[config.mk]
export PLATFORM = sky130hd
export DESIGN_NAME = tdm_burst_rx
export DESIGN_NICKNAME = d
export VERILOG_FILES = /design/src/rtl/tdm_rx_pkg.sv /design/src/rtl/tdm_rx_fifo.sv /design/src/rtl/tdm_burst_rx.sv
export SDC_FILE = /design/constraint.sdc
export NUM_CORES = 1
export LEC_CHECK = 0
export BUFFER_PORTS_ARGS = -buffer_cell sky130_fd_sc_hd__clkbuf_2
export CAP_MARGIN = 40
export CORE_UTILIZATION = 35
export CTS_CLUSTER_SIZE = 20
export DETAILED_ROUTE_END_ITERATION = 10
export MAX_ROUTING_LAYER = met4
export PLACE_DENSITY = 0.53
export SETUP_SLACK_MARGIN = 0.4
export SYNTH_ARGS = -nofsm -noshare
export SYNTH_HDL_FRONTEND = slang
export SYNTH_SLANG_ARGS = --single-unit
[constraint.sdc]
create_clock -name clk -period 4.6 [get_ports clk]
set_input_delay 0.46 -clock clk [delete_from_list [all_inputs] [get_ports clk]]
set_output_delay 0.46 -clock clk [all_outputs]
set_load 0.1 [all_outputs]
[src/rtl/tdm_rx_pkg.sv]
// Shared types and sizing helpers for the TDM burst receiver.
package tdm_rx_pkg;

  // Default geometry of the burst link.
  localparam int DEF_DATA_WIDTH   = 8;
  localparam int DEF_NUM_CHANNELS = 4;
  localparam int DEF_BURST_LEN    = 4;
  localparam int DEF_FIFO_DEPTH   = 16;
  localparam int DEF_FRAME_LEN    = DEF_NUM_CHANNELS * DEF_BURST_LEN;

  // Counter width able to index n positions; never narrower than one bit.
  function automatic int cnt_width(input int n);
    return (n <= 1) ? 1 : $clog2(n);
  endfunction

  localparam int SLOT_W = cnt_width(DEF_FRAME_LEN);
  localparam int CHAN_W = cnt_width(DEF_NUM_CHANNELS);

  // Frame alignment states.
  typedef enum logic {
    HUNT = 1'b0,
    SYNC = 1'b1
  } rx_state_e;

  // One demultiplexed word as it sits in the output queue.
  typedef struct packed {
    logic [CHAN_W-1:0]         chan;
    logic                      last;
    logic [DEF_DATA_WIDTH-1:0] data;
  } tdm_word_t;

endpackage

[src/rtl/tdm_rx_fifo.sv]
// First-word-fall-through FIFO with same-cycle push and pop.
module tdm_rx_fifo
  import tdm_rx_pkg::*;
#(
  parameter int WIDTH = 11,
  parameter int DEPTH = 16
) (
  input  logic             clk,
  input  logic             rst,
  input  logic             push,
  input  logic [WIDTH-1:0] push_data,
  input  logic             pop,
  output logic [WIDTH-1:0] pop_data,
  output logic             full,
  output logic             empty
);

  localparam int AW = cnt_width(DEPTH);
  localparam int CW = AW + 1;

  logic [WIDTH-1:0] mem_q [DEPTH];
  logic [AW-1:0]    wr_ptr_q, wr_ptr_d;
  logic [AW-1:0]    rd_ptr_q, rd_ptr_d;
  logic [CW-1:0]    count_q, count_d;
  logic             do_push;
  logic             do_pop;

  assign full  = (count_q == CW'(DEPTH));
  assign empty = (count_q == '0);

  assign do_pop  = pop && !empty;
  assign do_push = push && (!full || do_pop);

  // Head word is forced to zero while empty so the outputs read zero after reset.
  assign pop_data = empty ? '0 : mem_q[rd_ptr_q];

  // Next pointer and occupancy; pointers wrap naturally since DEPTH is a power of two.
  always_comb begin
    // NOTE: every signal assigned here gets a value on every path, otherwise a latch is inferred.
    wr_ptr_d = wr_ptr_q + AW'(do_push);
    rd_ptr_d = rd_ptr_q + AW'(do_pop);
    count_d  = count_q + CW'(do_push) - CW'(do_pop);
  end

  // Pointer and occupancy registers.
  always_ff @(posedge clk or posedge rst) begin
    // NOTE: state registers use non-blocking assignments so every flop samples pre-edge values.
    if (rst) begin
      wr_ptr_q <= '0;
      rd_ptr_q <= '0;
      count_q  <= '0;
    end else begin
      wr_ptr_q <= wr_ptr_d;
      rd_ptr_q <= rd_ptr_d;
      count_q  <= count_d;
    end
  end

  // Storage array write port.
  always_ff @(posedge clk) begin
    // NOTE: storage has no reset; validity is tracked by count_q, so stale contents are never seen.
    if (do_push) begin
      mem_q[wr_ptr_q] <= push_data;
    end
  end

endmodule

[src/rtl/tdm_burst_rx.sv]
// Receive-side TDM burst demultiplexer: frame alignment, channel filter and output queue.
module tdm_burst_rx
  import tdm_rx_pkg::*;
#(
  parameter int DATA_WIDTH   = DEF_DATA_WIDTH,
  parameter int NUM_CHANNELS = DEF_NUM_CHANNELS,
  parameter int BURST_LEN    = DEF_BURST_LEN,
  parameter int FIFO_DEPTH   = DEF_FIFO_DEPTH
) (
  input  logic                            clk,
  input  logic                            rst,
  input  logic [DATA_WIDTH-1:0]           din,
  input  logic                            din_valid,
  input  logic                            frame_sync,
  input  logic [NUM_CHANNELS-1:0]         chan_en,
  output logic [DATA_WIDTH-1:0]           m_data,
  output logic [$clog2(NUM_CHANNELS)-1:0] m_chan,
  output logic                            m_last,
  output logic                            m_valid,
  input  logic                            m_ready,
  output logic                            locked,
  output logic                            sync_err,
  output logic                            overflow,
  input  logic                            ovf_clr
);

  localparam int FRAME_LEN = NUM_CHANNELS * BURST_LEN;
  localparam int SLOT_BITS = cnt_width(FRAME_LEN);
  localparam int CHAN_BITS = $clog2(NUM_CHANNELS);
  localparam int WORD_W    = CHAN_BITS + 1 + DATA_WIDTH;

  localparam logic [SLOT_BITS-1:0] LAST_SLOT = SLOT_BITS'(FRAME_LEN - 1);
  localparam logic [SLOT_BITS-1:0] BURST     = SLOT_BITS'(BURST_LEN);

  rx_state_e            state_q, state_d;
  logic [SLOT_BITS-1:0] slot_q, slot_d;
  logic                 sync_err_q, sync_err_d;
  logic                 overflow_q, overflow_d;

  logic                 proc_vld;
  logic [SLOT_BITS-1:0] proc_slot;
  logic [CHAN_BITS-1:0] proc_chan;
  logic                 proc_last;
  logic                 keep;
  logic                 push;
  logic                 pop;
  logic                 fifo_full;
  logic                 fifo_empty;
  logic [WORD_W-1:0]    fifo_rdata;

  // Alignment decision for the current word: which slot it occupies and whether it is kept.
  always_comb begin
    state_d    = state_q;
    slot_d     = slot_q;
    sync_err_d = 1'b0;
    proc_vld   = 1'b0;
    proc_slot  = slot_q;
    if (din_valid) begin
      case (state_q)
        HUNT: begin
          if (frame_sync) begin
            proc_vld  = 1'b1;
            proc_slot = '0;
            state_d   = SYNC;
          end
        end
        SYNC: begin
          if (slot_q == '0 && !frame_sync) begin
            // Expected frame start is missing: alignment is lost.
            sync_err_d = 1'b1;
            state_d    = HUNT;
          end else begin
            proc_vld = 1'b1;
            if (frame_sync && slot_q != '0) begin
              // Early frame start: realign onto this word.
              sync_err_d = 1'b1;
              proc_slot  = '0;
            end
          end
        end
      endcase
      if (proc_vld) begin
        slot_d = (proc_slot == LAST_SLOT) ? '0 : proc_slot + SLOT_BITS'(1);
      end
    end
  end

  // Channel/beat of the processed slot and the queue hand-off.
  assign proc_chan = CHAN_BITS'(proc_slot / BURST);
  assign proc_last = ((proc_slot % BURST) == (BURST - SLOT_BITS'(1)));
  assign keep      = proc_vld && chan_en[proc_chan];
  assign pop       = !fifo_empty && m_ready;
  assign push      = keep && (!fifo_full || pop);

  // Sticky overflow: a new drop wins over a simultaneous clear.
  always_comb begin
    overflow_d = (overflow_q && !ovf_clr) || (keep && !push);
  end

  // Alignment state, slot counter and status flags.
  always_ff @(posedge clk or posedge rst) begin
    if (rst) begin
      state_q    <= HUNT;
      slot_q     <= '0;
      sync_err_q <= 1'b0;
      overflow_q <= 1'b0;
    end else begin
      state_q    <= state_d;
      slot_q     <= slot_d;
      sync_err_q <= sync_err_d;
      overflow_q <= overflow_d;
    end
  end

  tdm_rx_fifo #(
    .WIDTH (WORD_W),
    .DEPTH (FIFO_DEPTH)
  ) u_fifo (
    .clk       (clk),
    .rst       (rst),
    .push      (push),
    .push_data ({proc_chan, proc_last, din}),
    .pop       (pop),
    .pop_data  (fifo_rdata),
    .full      (fifo_full),
    .empty     (fifo_empty)
  );

  assign {m_chan, m_last, m_data} = fifo_rdata;
  assign m_valid  = !fifo_empty;
  assign locked   = (state_q == SYNC);
  assign sync_err = sync_err_q;
  assign overflow = overflow_q;

endmodule

# Word level (Yosys, flattened, before mapping)
# Memory sizes are Yosys's and may differ from the RTL's.
# Index checks and enable logic that the tools add are counted.
# classes
add_sub_neg,5
order_cmp,1
n_eq_ne,3
mux,21
n_bitwise,1
reduce_logical,21
# ops
cell,count
4-bit two-way mux,6
1-bit two-way mux,11
11-bit two-way mux,1
1-bit logical AND,9
4-bit by 1-bit adder with 4-bit output,2
4-bit case mux with 2 select lines,1
5-bit by 1-bit adder with 5-bit output,1
"5-bit == test, second input constant",1
1-bit logical NOT,5
5-bit logical NOT,1
5-bit by 1-bit subtractor with 5-bit output,1
"4-bit by 1-bit adder with 4-bit output, second input constant",1
"4-bit == test, second input constant",1
4-bit logical NOT,1
4-bit nonzero test,1
1-bit logical OR,3
"2-bit by 3-bit less-than comparator with 1-bit output, second input constant",1
1-bit binary-select mux with 2-bit select,1
"2-bit == test, second input constant",1
1-bit case mux with 2 select lines,1
2-bit AND reduction,1
1-bit inverter,1
# totals
regBits,20
ram_bits,176
in_bits,18
output_inout_bits,15
wordCells,60
memories,1
# memory_table
memory,depth,width,read_ports,rd_clocked_by_memory_dff,write_ports,line,text
u_fifo.mem_q,16,11,1,0,1,tdm_rx_fifo.sv:21,logic [WIDTH-1:0] mem_q [DEPTH];

# Depth between registers and ports, before layout
# Gate-level depths: netlist of the first run.
# logic_depth
word_depth,14
depth_mapped,15
depth_no_buf,14

# Cells and area by module
# A second synthesis of the first run with hierarchy kept.
# hier_totals
hier_cells,410
area_unflattened_um2,8029.0
# modules_own_cells
mod,instances,cells_per_inst,area_per_inst_um2
tdm_rx_fifo,1,352,7518.5
tdm_burst_rx,1,58,510.5

# Worst setup path before layout of the first run
# Ideal clock, no wire load.
# synth_timing
kind,register -> output
from,register u_fifo.count_q[2]
to,output port m_chan[1]
t_arrival_ns,3.274
required_time_ns,4.140
setup_slack_ns,0.866
stages_incl_launch_ff,7
path_cell_list,dfrtp_1 inv_1 ha_1 nand3b_1 nand2_1 clkbuf_1 o22ai_1
# synth_via
elab_chain_cells,2
# synth_lines
item,line,text
"start, declared",tdm_rx_fifo.sv:24,"logic [CW-1:0] count_q, count_d;"
"start signal, assigned",tdm_rx_fifo.sv:55,count_q <= count_d;
5-bit logical NOT,tdm_rx_fifo.sv:29,assign empty = (count_q == '0);
11-bit two-way mux,tdm_rx_fifo.sv:35,assign pop_data = empty ? '0 : mem_q[rd_ptr_q];
"end, declared",tdm_burst_rx.sv:17,"output logic [$clog2(NUM_CHANNELS)-1:0] m_chan,"
# Every way passes these cells.

# Final worst setup path of the first run
# layout_timing
from,register slot_q[1]
to,register u_fifo.count_q[4]
# layout_via
elab_chain_cells,14
word_cells_on_any_way,20
cone_classes,add/sub (2); mux (11); reduce/logical (7)
# layout_lines
item,line,text
"start, declared",tdm_burst_rx.sv:36,"logic [SLOT_BITS-1:0] slot_q, slot_d;"
"start signal, assigned",tdm_burst_rx.sv:109,slot_q <= slot_d;
4-bit nonzero test,tdm_burst_rx.sv:74,if (frame_sync && slot_q != '0) begin
1-bit logical AND,tdm_burst_rx.sv:74,
4-bit two-way mux,tdm_burst_rx.sv:74,
4-bit two-way mux *,tdm_burst_rx.sv:68,if (slot_q == '0 && !frame_sync) begin
4-bit case mux with 2 select lines *,tdm_burst_rx.sv:59,case (state_q)
4-bit two-way mux * (2 in a row),tdm_burst_rx.sv:58,if (din_valid) begin
named net proc_chan[1],tdm_burst_rx.sv:42,logic [CHAN_BITS-1:0] proc_chan;
1-bit binary-select mux with 2-bit select *,tdm_burst_rx.sv:91,assign keep = proc_vld && chan_en[proc_chan];
1-bit two-way mux (implied by the code) *,tdm_burst_rx.sv:91,
1-bit logical AND *,tdm_burst_rx.sv:91,
1-bit logical AND *,tdm_burst_rx.sv:93,assign push = keep && (!fifo_full || pop);
1-bit logical AND *,tdm_rx_fifo.sv:32,assign do_push = push && (!full || do_pop);
5-bit by 1-bit adder with 5-bit output *,tdm_rx_fifo.sv:42,count_d = count_q + CW'(do_push) - CW'(do_pop);
5-bit by 1-bit subtractor with 5-bit output *,tdm_rx_fifo.sv:42,
named net u_fifo.count_d[4],tdm_rx_fifo.sv:24,
# The timed path passes the listed nets; every way through them passes the cells marked *. The select of a mux whose other input is x is not followed.
# A chain may end at the register's enable or synchronous reset.

==> metrics.md, run 1 <==
| Metric | Value |
|---|---|
| Non-Filler Instances | 771 |
| Remaining DRCs | 0 |
| Top Ports | 33 |
| Setup crit end kind | register |
| Netlist cell types | 41 |
| CTS Root Cell | clkbuf_16 |
| WS Path Type | reg2reg |
| Placed Cells | 739 |
| Area Overhead vs Synth | 15.0% |
| Final Hold Vio Count | 0 |
| Slowest stage delay, CP | 0.45 ns |
| Synth async-reset ratio | 10.2% |
| Post-synth EDFFs | 176 |
| Worst Setup Slack post-DPL | slightly above 1 ns |
| Largest net degree at the start of global routing | 32 |
| Die height | about 150 um |
| Total Routing Usage GR | around 16% |
| GR Overflow Total | 0 |
| Worst-Margin Slew | 0.877 ns |
| Final WL | 17.1 mm |
| Number of diodes | 0 |
| VDD IR max | 411 uV |
| Critical path required time | 4.95 ns |
| Switching share of power | between 40% and 50% |
| Slew Viols, Final | 0 |
| Top cell type by total area after synthesis | edfxtp_1 |
| Syn Nets | 450 |
| Status | finished, final reports clean |
| Initial antenna violation count | 0 |
| Clock buffer depth | 2 |
| Type of origin of the critical path | register |
| PortBufs | 32 |
| Skew-Pair Late Insertion Delay | between 0.4 and 0.5 ns |
| Syn Area/Cell | 19.3 sq um |
| Post-DP HPWL | 10.3 mm |
| Synth top cells by count | edfxtp_1, mux4_2, mux2i_1, dfrtp_1, nand2_1 |
| Slowest cell on the critical path | mux2_4 |
| Sequential power share | 38.2% |
| PostCTS Resize Cnt | 0 |
| Worst-path maximum fanout | 18 |
| Filler cells | 2022 |
| Max-cap violations | 0 |
| Synthesized netlist cell count | about 420 |
| Comb pwr share | 38.2% |
| Netlist Area Pre-Place | 0.00805 sq mm |
| Die ar. | 0.0236 sq mm |
| Final worst slack | around 1.0 ns |
| Setup TNS | 0 ns |
| Crit path top cell by count | inv_1 |
| TritonCTS Buffers | 17 |
| Critical-path cell list | nor4_1 > inv_1 > ha_1 > and2_1 > a221oi_2 > buf_4 > mux2_4 > nor2_2 > ha_1 > inv_1 > fa_1 > inv_1 > a21oi_1 > o21bai_1 > xnor2_1 |
| Int Pwr | 0.00364 W |
| CORE AREA | 0.0226 sq mm |
| WL met2 | 8.40 mm |
| Top-count cell post-synth | edfxtp_1 |
| Max frequency | 279 MHz |
| Power per Cell Area | 657 mW/mm^2 |
| Clock skew | around 0.007 ns |
| Area after DPL | between 0.008 and 0.009 sq mm |
| Fin crit share | 77.9% |
| DR WL met3 | 821 um |
| RSZ-0062 raised after global routing | no |
| Synthesized flop and latch total | between 150 and 200 |
| Seq/Total Area, Yosys | 71.9% |
| Share of the synthesized area in the top cell type | around two thirds |
| Initial drt markers | 330 |
| Final setup fails | 0 |
| Ys flop type | edfxtp_1 |
| Gpl congestion | 0.802 |
| Routed WL per cell | 22.2 um |
| Routed via count | roughly 4000 |
| NetSw | about 0.0024 W |
| Path type of the worst min-delay path | in2async |
| First-pass GRT wire length | 26.0 mm |
| Final Cell Area | slightly above 0.009 sq mm |
| Share of cells above drive strength 1 | 31.9% |
| Post-CTS setup buffer count | 0 |
| CTS tree | yes |
| Final ANT Viol Nets | 0 |
| WP data arrival | 3.93 ns |
| Number of global-route vias before repair | 4233 |
| Clock share of power | 23.6% |
| # rows | 55 |
| Htree depth | 4 |
| Hold_buf cts | 0 |
| Worst hold slack | 0.150 ns |
| Clk sinks | 196 |
| Area contributors post-synth | edfxtp_1, mux4_2, dfrtp_1 |
| WL met1 | 7.60 mm |
| DRT Pass-1 Iters | 4 |
| Leakage | 3.17 nW |
| Die X | roughly 150 um |
| Synthesis Warnings | 0 |
| CTS clk-pin slew, worst paths | 0.07 ns |
| Slew headroom | 41.4% |
| Starting Density | ~36% |
| Vias per cell | 5.22 |
| Post-route minimum period | between 3 and 4 ns |
| Top Metal Used | met4 |
| Final nets | between 500 and 600 |
==> worst paths after layout <==
check                                   startpoint                 end  slack [ns]  depth (start not counted)
worst min-delay path                           rst            overflow        0.15                          2
worst max-delay path                     slot_q[1]   u_fifo.count_q[4]        1.02                         15
min in group clk                           ovf_clr            overflow        0.22                          2
worst max register to register           slot_q[1]   u_fifo.count_q[4]        1.02                         15
max in group asynchronous                      rst  u_fifo.rd_ptr_q[1]        3.91                          2
worst min register to register  u_fifo.rd_ptr_q[2]  u_fifo.rd_ptr_q[2]        0.51                          1
==> layout make-up <==
cell class	count	area [sq um]	share of cell area [%]
Inverter	16	60.1	0.649
Clock buffer	17	425	4.59
Clock inverter	15	150	1.62
Timing Repair Buffer	55	353	3.81
Tap cell	285	357	3.85
Multi-Input combinational cell	187	2130	23.0
Sequential cell	196	5790	62.5
==> cell usage in the layout, fill, tap and decap left out, types with 2 or more instances in the layout <==
master | synthesis | routed
mux4_2 | 44 | 44
buf_4 | 4 | 22
clkinv_4 | 0 | 3
ha_1 | 13 | 13
inv_6 | 0 | 3
inv_1 | 16 | 16
a21oi_1 | 6 | 6
nand2_1 | 18 | 18
dfrtp_1 | 20 | 18
clkbuf_16 | 0 | 17
clkinvlp_4 | 0 | 2
dfrtp_2 | 0 | 2
clkbuf_2 | 0 | 32
mux2i_1 | 24 | 24
nor3_2 | 9 | 16
and2_1 | 4 | 4
clkinv_2 | 0 | 2
and2b_4 | 2 | 2
a21o_1 | 2 | 2
o21ai_0 | 5 | 5
nor2b_1 | 5 | 5
xor2_1 | 4 | 4
nor2_1 | 4 | 4
nand3_1 | 8 | 8
inv_8 | 0 | 2
o22ai_1 | 11 | 11
nand4_1 | 2 | 2
xnor2_1 | 4 | 4
edfxtp_1 | 176 | 176
==> cell families after synthesis <==
group,count (synthesis),share of synthesized area [%]
flops,196,71.9
mux,69,15.5
simple gates,64,4.62
buf+inv,35,2.13
compound gates,32,2.74
fa+ha+maj,14,2.27
xor+xnor,8,0.871
==> critical path, delay by kind of cell (launching register included) <==
family	cells	cell delay (ns)
multiplexers	1	0.45
flip-flops	1	0.43
AO/OA/AOI/OAI	3	0.42
XOR/XNOR	1	0.15
buffers and inverters	4	0.46
AND/OR/NAND/NOR	3	0.77
adder cells (fa/ha/maj)	3	0.84
==> through the flow <==
step                      power [W]  util, %
after floorplan             0.00420        -
after global placement      0.00465     38.3
after detailed placement    0.00472     38.5
after CTS                   0.00615     41.0
after global routing        0.00637     41.0
final                       0.00609     41.0
==> routing by layer <==
layer,vias to the layer above,global-route usage [%]
met1,2122,20.3
met2,97,25.5
met4,0,4.62
li1,1789,-
met5,-,-
met3,19,3.97
==> flip-flops by register name, indices dropped and copies added (netlist names) <==
| register | flops |
|---|---|
| locked | 1 |
| overflow | 1 |
| slot_q | 4 |
| sync_err | 1 |
| u_fifo.count_q | 5 |
| u_fifo.mem_q | 176 |
| u_fifo.rd_ptr_q | 4 |
| u_fifo.wr_ptr_q | 4 |
==> power groups by stage <==
| stage | clock network (W) | registers [W] | logic (W) |
|---|---|---|---|
| final | 0.00144 | 0.00232 | 0.00233 |
| after global routing | 0.00154 | 0.00236 | 0.00247 |
| after CTS | 0.00146 | 0.00233 | 0.00236 |
| after detailed placement | 0 | 0.00237 | 0.00235 |
| after global placement | 0 | 0.00238 | 0.00226 |
| after floorplan | 0 | 0.00224 | 0.00196 |
No activity file was read; power rests on OpenSTA's default activity.
==> run 2: changes to the inputs <==
--- a/config.mk
+++ b/config.mk
@@ -5,6 +5,7 @@
 export SDC_FILE = /design/constraint.sdc
 export NUM_CORES = 1
 export LEC_CHECK = 0
+export ABC_AREA = 1
 export BUFFER_PORTS_ARGS = -buffer_cell sky130_fd_sc_hd__clkbuf_2
 export CAP_MARGIN = 40
 export CORE_UTILIZATION = 35
==> constraint.sdc (replaced) <==
create_clock -name clk -period 3.5 [get_ports clk]
set_input_delay 0.35 -clock clk [delete_from_list [all_inputs] [get_ports clk]]
set_output_delay 0.35 -clock clk [all_outputs]
set_load 0.1 [all_outputs]
==> run 2 against run 1 <==
Net effect: non-clock buffer count grew 1; via count up 35%; synthesized cell count is 81% higher; global-route usage rose by 1.4 points; final cell count up 46%; critical endpoint is now m_data[6]; largest power group unchanged.
==> metrics.md, run 2 <==
| Metric | Value |
|---|---|
| Status | finished, final reports clean |
| Clock buffer depth | 2 |
| Setup TNS | 0 ns |
| Die height | about 160 um |
| Post-synth EDFFs | 176 |
| Top-count cell post-synth | nand2_1 |
| Critical path required time | approximately 3.2 ns |
| Max-cap violations | 0 |
| Number of global-route vias before repair | 5189 |
| CTS clk-pin slew, worst paths | about 0.07 ns |
| Biggest register | u_fifo.mem_q |
| Initial antenna violation count | 0 |
| Seq/Total Area, Yosys | roughly 68% |
| Synthesized netlist cell count | roughly 760 |
| Area contributors post-synth | edfxtp_1, nand2_1, nand3_1 |
| Power per Cell Area | around 900 mW/mm^2 |
| Top Ports | 33 |
| Share of cells above drive strength 1 | 14.5% |
| Hold Path Sink | locked |
| Post-DP HPWL | roughly 12 mm |
| Netlist cell types | 34 |
| CTS tree | yes |
| Remaining DRCs | 0 |
| Path type of the worst min-delay path | in2reg |
| Worst hold slack | 0.173 ns |
| Syn Area/Cell | 11.3 sq um |
| Synthesized flop and latch total | 196 |
| WHS Path Cells | 2 |
| Initial drt markers | 416 |
| TritonCTS Buffers | 17 |
| CORE AREA | 0.0237 sq mm |
| Total Routing Usage GR | 17.4% |
| # rows | 56 |
| Slew Viols, Final | 0 |
| WS Path Type | reg2out |
| Slew headroom | 61.7% |
| Gpl congestion | a little under 0.8 |
| Largest regs | u_fifo.mem_q (176), u_fifo.count_q (5) |
| Worst-Margin Slew | 0.574 ns |
| First-pass GRT wire length | about 30 mm |
| Die ar. | about 0.025 sq mm |
| Setup crit end kind | output pin |
| Largest net degree at the start of global routing | 90 |
| Final setup fails | 0 |
| Top cell type by total area after synthesis | edfxtp_1 |
| Max reg flops | 176 |
| Area Overhead vs Synth | 14.2% |
| Final ANT Viol Nets | 0 |
| Ys flop type | edfxtp_1 |
| R2R setup slack | 0.65 ns |
| Leakage | 3.71 nW |
| Post-route minimum period | 2.92 ns |
| Fin crit share | between 80% and 90% |
| Worst reg2reg path depth | 18 |
| Filler cells | about 2300 |
| Worst hold start | din_valid |
| Clk sinks | 196 |
| Skew-Pair Late Insertion Delay | 0.43 ns |
| Worst-path maximum fanout | 25 |
| Share of the synthesized area in the top cell type | 62.0% |
| VDD IR max | a little under 900 uV |
| WP data arrival | 2.57 ns |
| Type of origin of the critical path | register |
| RSZ-0062 raised after global routing | no |
| Htree depth | 4 |
| Routed via count | 5428 |
| Synth top cells by count | nand2_1, edfxtp_1, nand3_1, inv_1, nor2_1 |
| Critical R2R Launch | slot_q[2] |
| CTS Root Cell | clkbuf_16 |
| Final nets | 824 |
| PortBufs | 32 |
| Vias per cell | 4.83 |
| Most frequent cells in the layout | nand2_1, edfxtp_1, nand3_1 |
| Die X | about 160 um |
| DRT Pass-1 Iters | 7 |
| Synth async-reset ratio | 10.2% |
| Syn Nets | around 790 |
| Netlist Area Pre-Place | 0.00852 sq mm |
| GR Overflow Total | 0 |
| Routed WL per cell | between 15 and 20 um |
| Number of diodes | 0 |
| Synthesis Warnings | 0 |
| FF+latch area | 0.00579 sq mm |
| Final Hold Vio Count | 0 |
| Starting Density | 36.0% |
| Commonest non-fill, non-tap cell in the layout | nand2_1 |
| RR Endpoint | u_fifo.count_q[4] |
| Final WL | 20.0 mm |
| Max frequency | 342 MHz |
| Clock skew | 0.00906 ns |
| Post-CTS setup buffer count | 0 |
| Multi-input logic area | about 0.0023 sq mm |
==> run 2: cell types whose count changed in the layout (fill, tap and decap cells not counted), sizes merged, moves of 11 or more <==
cell	change
mux2i	-23
mux4	-44
nor2	+33
a21oi	+11
inv	+24
nor3	-13
nand3	+121
nand2	+233
==> run 2: per-layer routing <==
metal | share of wire (%) | vias to the layer above | global-route usage (%)
met5 | 0 | - | -
met4 | 0.74 | 0 | 4.17
met3 | 4.2 | 9 | 3.23
met2 | 48 | 115 | 26.8
met1 | 47 | 2650 | 23.9
li1 | - | 2654 | -
==> run 2: area by class of cell <==
class                   count  share of cell area [%]
clock inverters            13                    2.00
clock buffers              19                    4.45
repair buffers             56                    4.24
flip-flops and latches    196                    59.5
inverters                  41                    1.62
multi-input cells         480                    24.1
well taps                 319                    4.10
==> run 2: cells by family after synthesis <==
group / count (synthesis) / share of synthesized area (%)
fa+ha+maj: 14 / 2.14
mux: 1 / 0.117
flops: 196 / 67.9
compound gates: 32 / 2.01
simple gates: 425 / 22.4
buf+inv: 80 / 4.67
xor+xnor: 8 / 0.822
==> run 2: worst max path at each step <==
stage                       startpoint                end  slack [ns]  cells past startpoint
finish              u_fifo.rd_ptr_q[1]          m_data[6]        0.58                      8
global route                 slot_q[2]  u_fifo.count_q[4]        0.44                     18
CTS                 u_fifo.rd_ptr_q[1]          m_data[6]        0.43                      8
detailed placement           slot_q[2]  u_fifo.count_q[4]        0.58                     18
global placement             slot_q[2]  u_fifo.count_q[4]        0.61                     18
floorplan            u_fifo.count_q[2]          m_chan[1]        0.40                      9
==> run 2: critical path, cell delays in order, from the launching register on <==
cell and delay [ns]:
dfrtp_4 0.57, inv_2 0.26, buf_12 0.25, nand3_1 0.09
nand3_1 0.07, nand2_1 0.09, nand2_1 0.06, a21oi_1 0.37
buf_4 0.37
==> run 2: through the flow <==
step | utilization [%] | cell area, sq um | cells | total power [W] | worst slack [ns]
after floorplan | - | 8520 | 756 | 0.00600 | 0.403
after global placement | 38.3 | 9070 | 1090 | 0.00690 | 0.606
after detailed placement | 38.3 | 9080 | 1091 | 0.00693 | 0.585
after CTS | 41.1 | 9720 | 1124 | 0.00904 | 0.430
after global routing | 41.1 | 9740 | 1124 | 0.00949 | 0.438
final | 41.1 | 9740 | 1124 | 0.00898 | 0.579
==> run 2: repair_timing <==
item | 4_1_cts | 5_1_grt
endpoints found under the setup margin | 2 | 7
hold buffers | 1 | 0
resized for setup | 2 | 5
endpoints found under the hold margin | 6 | 0
==> run 2: report_power, final <==
group | switching [W] | internal, W | leakage [nW]
Clock | 0.000891 | 0.00121 | 0.303
Sequential | 0.000146 | 0.00279 | 1.83
Combinational | 0.00294 | 0.000992 | 1.57
Total | 0.00398 | 0.00500 | 3.71
==> run 3: changes to the inputs <==
--- a/config.mk
+++ b/config.mk
@@ -12,7 +12,7 @@
 export CTS_CLUSTER_SIZE = 20
 export DETAILED_ROUTE_END_ITERATION = 10
 export MAX_ROUTING_LAYER = met4
-export PLACE_DENSITY = 0.53
+export PLACE_DENSITY = 0.55
 export SETUP_SLACK_MARGIN = 0.4
 export SYNTH_ARGS = -nofsm -noshare
 export SYNTH_HDL_FRONTEND = slang
==> constraint.sdc (replaced) <==
create_clock -name clk -period 2.6 [get_ports clk]
set_input_delay 0.26 -clock clk [delete_from_list [all_inputs] [get_ports clk]]
set_output_delay 0.26 -clock clk [all_outputs]
set_load 0.1 [all_outputs]
==> run 3 against run 2 <==
Net effect: non-clock buffer count increased by 94; final cell count increased by 8.5%; largest power group unchanged; register-to-register slack got worse by 0.65 ns; global-route usage increased by 3.0 points; die area unchanged; combinational power increased by 140%; final area increased by 28%; hold slack got worse by 0.091 ns.
==> metrics.md, run 3 (synthesis results as in run 2) <==
| Metric | Value |
|---|---|
| Status | finished, final reports clean |
| Fin crit share | 99.8% |
| Commonest non-fill, non-tap cell in the layout | edfxtp_1 |
| Number of global-route vias before repair | 6060 |
| Largest delay share family, worst path | simple AND/OR/NAND/NOR gates |
| Comb pwr share | 59.1% |
| Critical path required time | 2.92 ns |
| Setup crit end kind | register |
| Post-route minimum period | between 2 and 3 ns |
| Worst Setup Slack post-DPL | -0.0134 ns |
| GR Overflow Total | 0 |
| Die ar. | 0.0250 sq mm |
| Routed via count | roughly 6000 |
| Path type of the worst min-delay path | in2reg |
| RSZ-0062 raised after global routing | yes |
| Slowest stage delay, CP | 0.41 ns |
| Skew-Pair Late Insertion Delay | 0.44 ns |
| Starting Density | 36.0% |
| Final worst slack | 0.00496 ns |
| Final setup fails | 0 |
| Largest net degree at the start of global routing | 31 |
| Die height | 158 um |
| # rows | 56 |
| Die X | 158 um |
| Placed Cells | 1109 |
| Final Hold Vio Count | 0 |
| Critical-path cell list | nor4_4 > inv_1 > ha_2 > inv_2 > nand2_4 > nand2_4 > nor2_4 > nor2_4 > nand2_2 > nand2_4 > nand3_4 > clkinv_4 > ha_4 > inv_2 > fa_2 > buf_4 > buf_6 > xnor2_2 |
| Crit path top cell by count | nand2_4 |
| Bufs and invs on worst path | 6 |
| Largest regs | u_fifo.mem_q (176), u_fifo.count_q (5) |
| Vias per cell | about 5.0 |
| CORE AREA | 0.0237 sq mm |
| Switching share of power | between 40% and 50% |
| Remaining DRCs | 0 |
| WS Path Type | reg2reg |
| Routed WL per cell | 19.8 um |
| WP data arrival | 2.91 ns |
| NetSw | 0.00689 W |
| Int Pwr | 0.00897 W |
| Final nets | 920 |
| Area Overhead vs Synth | 46.1% |
| Gpl congestion | 0.766 |
| Clk sinks | between 150 and 200 |
| Final ANT Viol Nets | 0 |
| Top Ports | 33 |
| Number of diodes | 0 |
| Max frequency | 385 MHz |
| Htree depth | 4 |
| Initial antenna violation count | 0 |
| Worst-path maximum fanout | 2 |
| Share of cells above drive strength 1 | 43.8% |
| CTS clk-pin slew, worst paths | 0.07 ns |
| Max reg flops | 176 |
| Total design power | 0.0159 W |
| CTS Root Cell | clkbuf_16 |
| Utilization after layout | around 53% |
| Slew headroom | 60.3% |
| Non-Filler Instances | 1220 |
| PortBufs | 32 |
| CTS tree | yes |
| Max-cap violations | 0 |
| Slew Viols, Final | 0 |
| Power per Cell Area | 1270 mW/mm^2 |
| Biggest register | u_fifo.mem_q |
| DRT Pass-1 Iters | 5 |
| Post-DP HPWL | 11.7 mm |
| Clock buffer depth | 2 |
| Most frequent cells in the layout | edfxtp_1, nand2_1, nand3_2 |
| Final WL | roughly 24 mm |
| Clock skew | 0.0111 ns |
| VDD IR max | between 1500 and 2000 uV |
| Clock share of power | 16.0% |
| TritonCTS Buffers | 17 |
| Total Routing Usage GR | 20.5% |
| Setup TNS | 0 ns |
| Slowest cell on the critical path | dfrtp_1 |
| Worst-Margin Slew | 0.595 ns |
| Leakage | between 4 and 5 nW |
| Sequential power share | ~25% |
| First-pass GRT wire length | 35.5 mm |
| Type of origin of the critical path | register |
| Initial drt markers | 427 |
run 3: cell types whose count changed in the layout (fill, tap and decap cells not counted), sizes merged:
cell | previous run | this run
buf | 26 | 119
bufinv | 4 | 1
clkbuf | 48 | 49
clkinv | 4 | 10
clkinvlp | 1 | 2
inv | 45 | 43
run 3: what timing repair did:
item / 4_1_cts / 5_1_grt
setup endpoints to repair: 193 / 198
cloned: 22 / 6
endpoints found under the hold margin: 7 / 0
pin swaps: 68 / 66
hold buffers: 1 / 0
buffers inserted: 37 / 13
resized for setup: 128 / 142
run 3: final timing paths:
| check | startpoint | to | slack [ns] | cells after the start |
|---|---|---|---|---|
| max | slot_q[2] | u_fifo.count_q[2] | 0.005 | 18 |
| min | din_valid | locked | 0.08 | 2 |
| max reg2reg | slot_q[2] | u_fifo.count_q[2] | 0.005 | 18 |
| min reg2reg | overflow | overflow | 0.51 | 2 |
| max in group asynchronous | rst | u_fifo.rd_ptr_q[0] | 1.85 | 4 |
| min in group asynchronous | rst | overflow | 0.31 | 3 |
run 3: layout make-up:
cell class              instances  area [sq um]
fillers                      1979         11200
repair inverters                2          32.5
inverters                      41           174
clock buffers                  19           433
multi-input cells             480          3250
well taps                     319           399
clock inverters                13           125
flip-flops and latches        196          5790
repair buffers                150          2250
run 3: power groups by stage:
stage          Sequential (W)  Combinational [W]  Clock, W
2_1_floorplan         0.00398            0.00433         0
3_3_place_gp          0.00396            0.00628         0
3_5_place_dp          0.00397            0.00631         0
4_1_cts               0.00393            0.00825   0.00256
5_1_grt               0.00398            0.00988   0.00270
6_report              0.00396            0.00937   0.00254
run 3: through the flow:
step	hold slack (ns)	cell area, sq um
after floorplan	0.224	8670
after global placement	0.454	9710
after detailed placement	0.228	9730
after CTS	0.0688	11700
after global routing	0.0821	12500
final	0.0817	12500
run 3: metal layers:
layer	track usage, %	vias to the layer above	routed length [um]
met1	25.9	2996	9990
met3	4.52	44	1750
met5	-	-	0
met4	6.91	0	530
met2	32.5	199	11800
li1	-	2871	-
